**src/rtl/width_16to8.sv**
```systemverilog
// width_16to8: unpacks each 16-bit word into two consecutive 8-bit bytes with valid/ready on both sides
module width_16to8 #(
  parameter bit MSB_FIRST = 1'b1
) (
  input  logic        clk,
  input  logic        rst,
  input  logic        valid_in,
  input  logic [15:0] data_in,
  output logic        ready_in,
  output logic        valid_out,
  output logic [7:0]  data_out,
  output logic        last_out,
  input  logic        ready_out
);
  typedef enum logic [1:0] {IDLE, SEND_HI, SEND_LO} state_t;
  state_t state;
  logic [15:0] word;
  logic accept, xfer;
  logic [7:0] first_byte, second_byte;
  assign xfer = valid_out && ready_out;
  // SEND_LO always has valid_out=1, so ready_out here means the second byte leaves this cycle
  assign ready_in = !rst && (state == IDLE || (state == SEND_LO && ready_out));
  assign accept = valid_in && ready_in;
  assign first_byte = MSB_FIRST ? data_in[15:8] : data_in[7:0];
  assign second_byte = MSB_FIRST ? word[7:0] : word[15:8];
  always_ff @(posedge clk) begin
    if (rst) begin
      state <= IDLE;
      valid_out <= 1'b0;
      data_out <= 8'h00;
      last_out <= 1'b0;
      word <= 16'h0000;
    end else if (accept) begin
      word <= data_in;
      data_out <= first_byte;
      last_out <= 1'b0;
      valid_out <= 1'b1;
      state <= SEND_HI;
    end else if (state == SEND_HI && xfer) begin
      data_out <= second_byte;
      last_out <= 1'b1;
      state <= SEND_LO;
    end else if (state == SEND_LO && xfer) begin
      valid_out <= 1'b0;
      last_out <= 1'b0;
      state <= IDLE;
    end
  end
endmodule

```
**config.mk**
```make
export PLATFORM = sky130hd
export DESIGN_NAME = width_16to8
export DESIGN_NICKNAME = d
export VERILOG_FILES = /design/src/rtl/width_16to8.sv
export SDC_FILE = /design/constraint.sdc
export NUM_CORES = 1
export LEC_CHECK = 0
export ABC_AREA = 1
export CAP_MARGIN = 10
export CORE_MARGIN = 4
export CORE_UTILIZATION = 40
export DETAILED_ROUTE_END_ITERATION = 12
export PLACE_DENSITY_LB_ADDON = 0.25
export SLEW_MARGIN = 20
export SYNTH_ARGS = -nofsm -noshare
export SYNTH_HDL_FRONTEND = slang
export SYNTH_SLANG_ARGS = --single-unit
export TNS_END_PERCENT = 1
```
**constraint.sdc**
```tcl
create_clock -name clk -period 1.3 [get_ports clk]
set_input_delay 0.26 -clock clk [delete_from_list [all_inputs] [get_ports clk]]
set_output_delay 0.26 -clock clk [all_outputs]
set_load 0.05 [all_outputs]
```
==> results of run 1 <==
report_power, final:
| part | switching [uW] | internal, uW |
|---|---|---|
| sequential | 28.6 | 610 |
| combinational | 168 | 162 |
| clock | 180 | 120 |
Yosys cell counts, drive strengths merged:
library cell,count
inv,15
o21ai,1
a21oi,10
a211oi,1
o31ai,1
nand2,38
buf,3
nor2,4
dfxtp,19
nand3,25
clkbuf,1
how the worst max path moves through the flow:
stage / startpoint / end / cells after the start
after floorplan: last_out / data_out[3] / 8
final: state[0] / ready_in / 4
after global routing: state[0] / ready_in / 4
after CTS: state[0] / ready_in / 4
after global placement: ready_out / data_out[5] / 8
after detailed placement: rst / data_out[6] / 7
registers in the layout, summed over array words and instances (netlist names):
register and flops:
data_out 8, state 1, word 8, valid_out 1, last_out 1
worst max-delay path, cell delays in order (launching register included):
cell     delay [ns]
dfxtp_2        0.37
nor2_4         0.13
nand2_4        0.06
inv_2          0.06
buf_12         0.13
cell type report:
type	count	area [um^2]
timing repair buffer	35	445
sequential	19	387
tap	27	33.8
clock buffer	4	26.3
fill	166	638
multi-input combinational	82	435
inverter	15	56.3
per-stage QoR:
stage | setup TNS (ns) | std cells | instance area [um^2] | setup WS (ns)
final | -0.0118 | 182 | 1380 | -0.0118
after global routing | -0.181 | 182 | 1380 | -0.0608
after CTS | 0 | 180 | 1360 | 0.00690
after detailed placement | -4.58 | 173 | 1310 | -0.322
after global placement | -3.69 | 173 | 1310 | -0.260
after floorplan | 0 | 118 | 877 | 0.0818
per-layer routing:
layer,wire [um],vias up,global-route usage,share of wire
met3,207,6,0.0354,0.090
met1,933,419,0.199,0.41
met4,48,0,0.104,0.021
met5,0,-,0,0
li1,-,455,-,-
met2,1110,39,0.252,0.48
logic make-up after synthesis:
logic type / count (synthesis)
buffers and inverters: 19
AND/OR/NAND/NOR: 67
flip-flops: 19
AO/OA/AOI/OAI: 13
repair_timing:
action,4_1_cts,5_1_grt
pin swaps,2,2
resized for setup,6,2
cloned,0,2
setup endpoints to repair,2,11
buffers inserted,3,0
==> results.yml, run 1 <==
outcome:
  status: "finished, violations left"
  violations: "setup timing"
finish:
  final_util: 0.684
  num_antenna_cells: 0
  layout_common_cells: "nand2_1 (34), nand3_1 (24), clkdlybuf4s50_1 (17)"
  syn2layout_area_growth_pct: 58.2
  final_common_cell: "nand2_1"
  nets: 176
  layout-drive-gt1-share: 0.226
yosys:
  synthXorXnorAreaFrac: 0
  syn_avg_cell_area_um2: 7.41
  ys_seq_elements: 19
  synth_top_family_by_area: "simple AND/OR/NAND/NOR gates"
  synth_compound_area_frac: 0.0801
  ys_top_cells_by_area: "dfxtp_1 (43%), nand2_1 (15%), nand3_1 (14%), inv_1 (6.4%), a21oi_1 (5.7%)"
  yosysTopAreaCell: "dfxtp_1"
  ys_seq_area_frac: 0.435
  synthesis.nets: 138
  netlist.area_leader.share: 0.435
  synthMuxAreaShare: 0
  synth_cells: 118
  synthAdderAreaFrac: 0
  ys_types: 19
  syn-cell-area_um2: 875
  ys.warnings.count: 0
  synth-simple-area-share: 0.385
floorplan:
  design.core.area_mm2: 0.00202
  rows: 16
  ioPinCount: 31
  die_h_um: 54.8
  die_x_um: 54.8
  die_area_mm2: 0.00300
  initial_core_util: 0.433
sta:
  whs_ns: 0.478
  final_hold_viol_count: 0
  fin_crit_sh: 1.01
  rsz0062_at_grt: "true"
  relSlewSlack: 0.782
  fmax_mhz: 762
  finalCriticalPeriod_ns: 1.31
  setup_viol: 1
  skew_ns: 0.00385
  timing.final.ws_setup_ns: -0.0118
  maxSlewViolCount: 0
  tightest_slew_ns: 0.326
critical_path:
  startpoint_type: "flip-flop"
  rrSetupSlack_ns: 0.04
  path_class: "reg -> out"
  end_kind: "output port"
  rr_endpoint: "data_out[4]"
  crit_fanout: 6
  arrival_ns: 1.05
  reg2reg_from: "state[0]"
  r2r_cells: 8
  worstPathRequired_ns: 1.04
flow_run:
  maxCapViolations: 0
clock_network:
  cts_hold_buf: 0
  clockBufferDepth: 2
  clockRootBuffer: "clkbuf_4"
  cts_tree: "built"
  clk_latency_ns: 0.30
  clkTransAtPathRegs_ns: 0.11
  htreeDepth: 1
  cts.sinks: 19
  cts_made_buffers: 3
routing:
  drtIter0Drc: 20
  wl_um: 2300
  vias: 919
  firstDrtPassIters: 4
  vias_per_cell: 5.05
  drc: 0
  routedWlPerCell_um: 12.6
  ant_nets: 0
place:
  placement.io_buffers: 30
  gp_congestion: 0.770
  hpwl_um: 1530
pwr:
  p_total_uw: 1270
  p_per_area_mw_per_mm2: 916
  peakVddDrop_mv: 0.783
  p_leak_uw: 0.000613
hold_path:
  min_path_cells: 2
  hp-class: "reg -> reg"
  hold_start: "word[1]"
  whs_endpoint: "word[1]"
grt:
  grt_pass1_wl_um: 3380
  grt-ovfl-total: 0
  grt_max_degree: 27
  track_usage: 0.162
  antenna_found_initial: 0
  grt_pass1_vias: 784
No activity file was read; power rests on OpenSTA's default activity.
==> inputs of run 2 (changes only) <==
--- a/config.mk
+++ b/config.mk
@@ -10,7 +10,7 @@
 export CORE_MARGIN = 4
 export CORE_UTILIZATION = 40
 export DETAILED_ROUTE_END_ITERATION = 12
-export PLACE_DENSITY_LB_ADDON = 0.25
+export PLACE_DENSITY_LB_ADDON = 0.08
 export SLEW_MARGIN = 20
 export SYNTH_ARGS = -nofsm -noshare
 export SYNTH_HDL_FRONTEND = slang
==> results.yml, run 2 (synthesized netlist as in run 1, its figures left out) <==
finish:
  seq_area_um2: 387
  reg.largest.list: "data_out x8, word x8"
  multi_input_area_um2: 435
  nFillCells: 178
  final_common_cell: "nand2_1"
  layout_common_cells: "nand2_1 (34), nand3_1 (24), dfxtp_1 (16), clkdlybuf4s50_1 (16), inv_1 (12)"
  syn2layout_area_growth_pct: 60.2
  nets: 178
  num_antenna_cells: 0
  final_util: 0.693
  layout-drive-gt1-share: 0.236
clock_network:
  clkTransAtPathRegs_ns: 0.10
  cts_hold_buf: 0
  clockRootBuffer: "clkbuf_4"
  cts_made_buffers: 3
  clk_latency_ns: 0.29
  clockBufferDepth: 2
  htreeDepth: 1
  cts.sinks: 19
  cts_tree: "built"
critical_path:
  max_stage_delay_ns: 0.40
  worstPathRequired_ns: 1.04
  rr_endpoint: "last_out"
  crit_fanout: 5
  reg2reg_from: "state[0]"
  path_class: "reg -> out"
  slowest_stage: "dfxtp_4"
  path_buf_inv: 2
  end_kind: "output port"
  startpoint_type: "flip-flop"
  r2r_cells: 6
  arrival_ns: 1.03
  rrSetupSlack_ns: 0.09
  crit_family: "flip-flops"
  path_cells: "nand2_2, nand2_4, inv_2, buf_12"
  crit_cells: 4
routing:
  drc: 0
  vias_per_cell: 4.91
  vias: 903
  wl_um: 2220
  firstDrtPassIters: 4
  routedWlPerCell_um: 12.1
  ant_nets: 0
  drtIter0Drc: 19
floorplan:
  rows: 16
  initial_core_util: 0.433
  design.core.area_mm2: 0.00202
  ioPinCount: 31
  die_h_um: 54.8
  die_x_um: 54.8
  die_area_mm2: 0.00300
hold_path:
  whs_endpoint: "word[2]"
  hp-class: "reg -> reg"
  min_path_cells: 2
  hold_start: "word[2]"
sta:
  maxSlewViolCount: 0
  skew_ns: 0.00102
  rsz0062_at_grt: "true"
  whs_ns: 0.472
  tightest_slew_ns: 0.311
  relSlewSlack: 0.792
  fin_crit_sh: 0.990
  setup_tns_ns: 0
  timing.final.ws_setup_ns: 0.0128
  setup_viol: 0
  final_hold_viol_count: 0
  finalCriticalPeriod_ns: 1.29
  fmax_mhz: 777
grt:
  grt_pass1_wl_um: 3240
  track_usage: 0.151
  grt-ovfl-total: 0
  antenna_found_initial: 0
  grt_max_degree: 27
  grt_pass1_vias: 794
place:
  gp_congestion: 0.777
  dp_slack_ns: -0.317
  placement.io_buffers: 30
  hpwl_um: 1500
pwr:
  p_leak_uw: 0.000633
  peakVddDrop_mv: 0.661
  p_per_area_mw_per_mm2: 900
flow_run:
  maxCapViolations: 0
outcome:
  status: "completed"
run 2: cell types whose count changed in the layout (fill, tap and decap cells not counted), sizes merged:
cell | before | now
dlymetal6s2s | 0 | 1
clkdlybuf4s50 | 17 | 16
buf | 16 | 18
run 2: cell type report:
cell class / instances / area share
repair buffers: 37 / 0.330
clock buffers: 4 / 0.0188
well taps: 27 / 0.0241
multi-input cells: 82 / 0.311
flip-flops and latches: 19 / 0.276
inverters: 15 / 0.0402
run 2: worst max-delay path by stage:
stage / start / endpoint / slack, ns
2_1_floorplan: last_out / data_out[3] / 0.08
3_3_place_gp: ready_out / data_out[0] / -0.27
3_5_place_dp: ready_out / data_out[0] / -0.32
4_1_cts: last_out / ready_in / 0.02
5_1_grt: state[0] / ready_in / -0.04
6_report: last_out / ready_in / 0.01
run 2: routing by layer:
metal  routed length, um  global-route usage  up-vias
met5                   0                   0        -
met2                1050               0.254       42
li1                    -                   -      458
met4                  18              0.0498        0
met3                 218              0.0327        4
met1                 930               0.187      399
run 2: stage by stage:
step           power [uW]  cells  instance area (um^2)
5_1_grt              1320    184                  1400
6_report             1260    184                  1400
4_1_cts              1250    181                  1360
2_1_floorplan         805    118                   877
3_5_place_dp          962    174                  1310
3_3_place_gp          956    174                  1310
run 2: worst min-delay path, cell delays in order, from the launching register on:
cell     delay [ns]
dfxtp_1        0.32
nand2_1        0.06
a21oi_1        0.05
run 2: power by group:
group	internal, uW	switching (uW)
combinational	164	167
sequential	610	27.2
clock	119	174
total	894	368
run 2: timing repair:
item / 4_1_cts / 5_1_grt
hold endpoints to repair: 0 / 0
gates cloned: 0 / 2
setup buffers: 3 / 1
resized for setup: 6 / 3
pin swaps: 3 / 1
endpoints found under the setup margin: 2 / 10
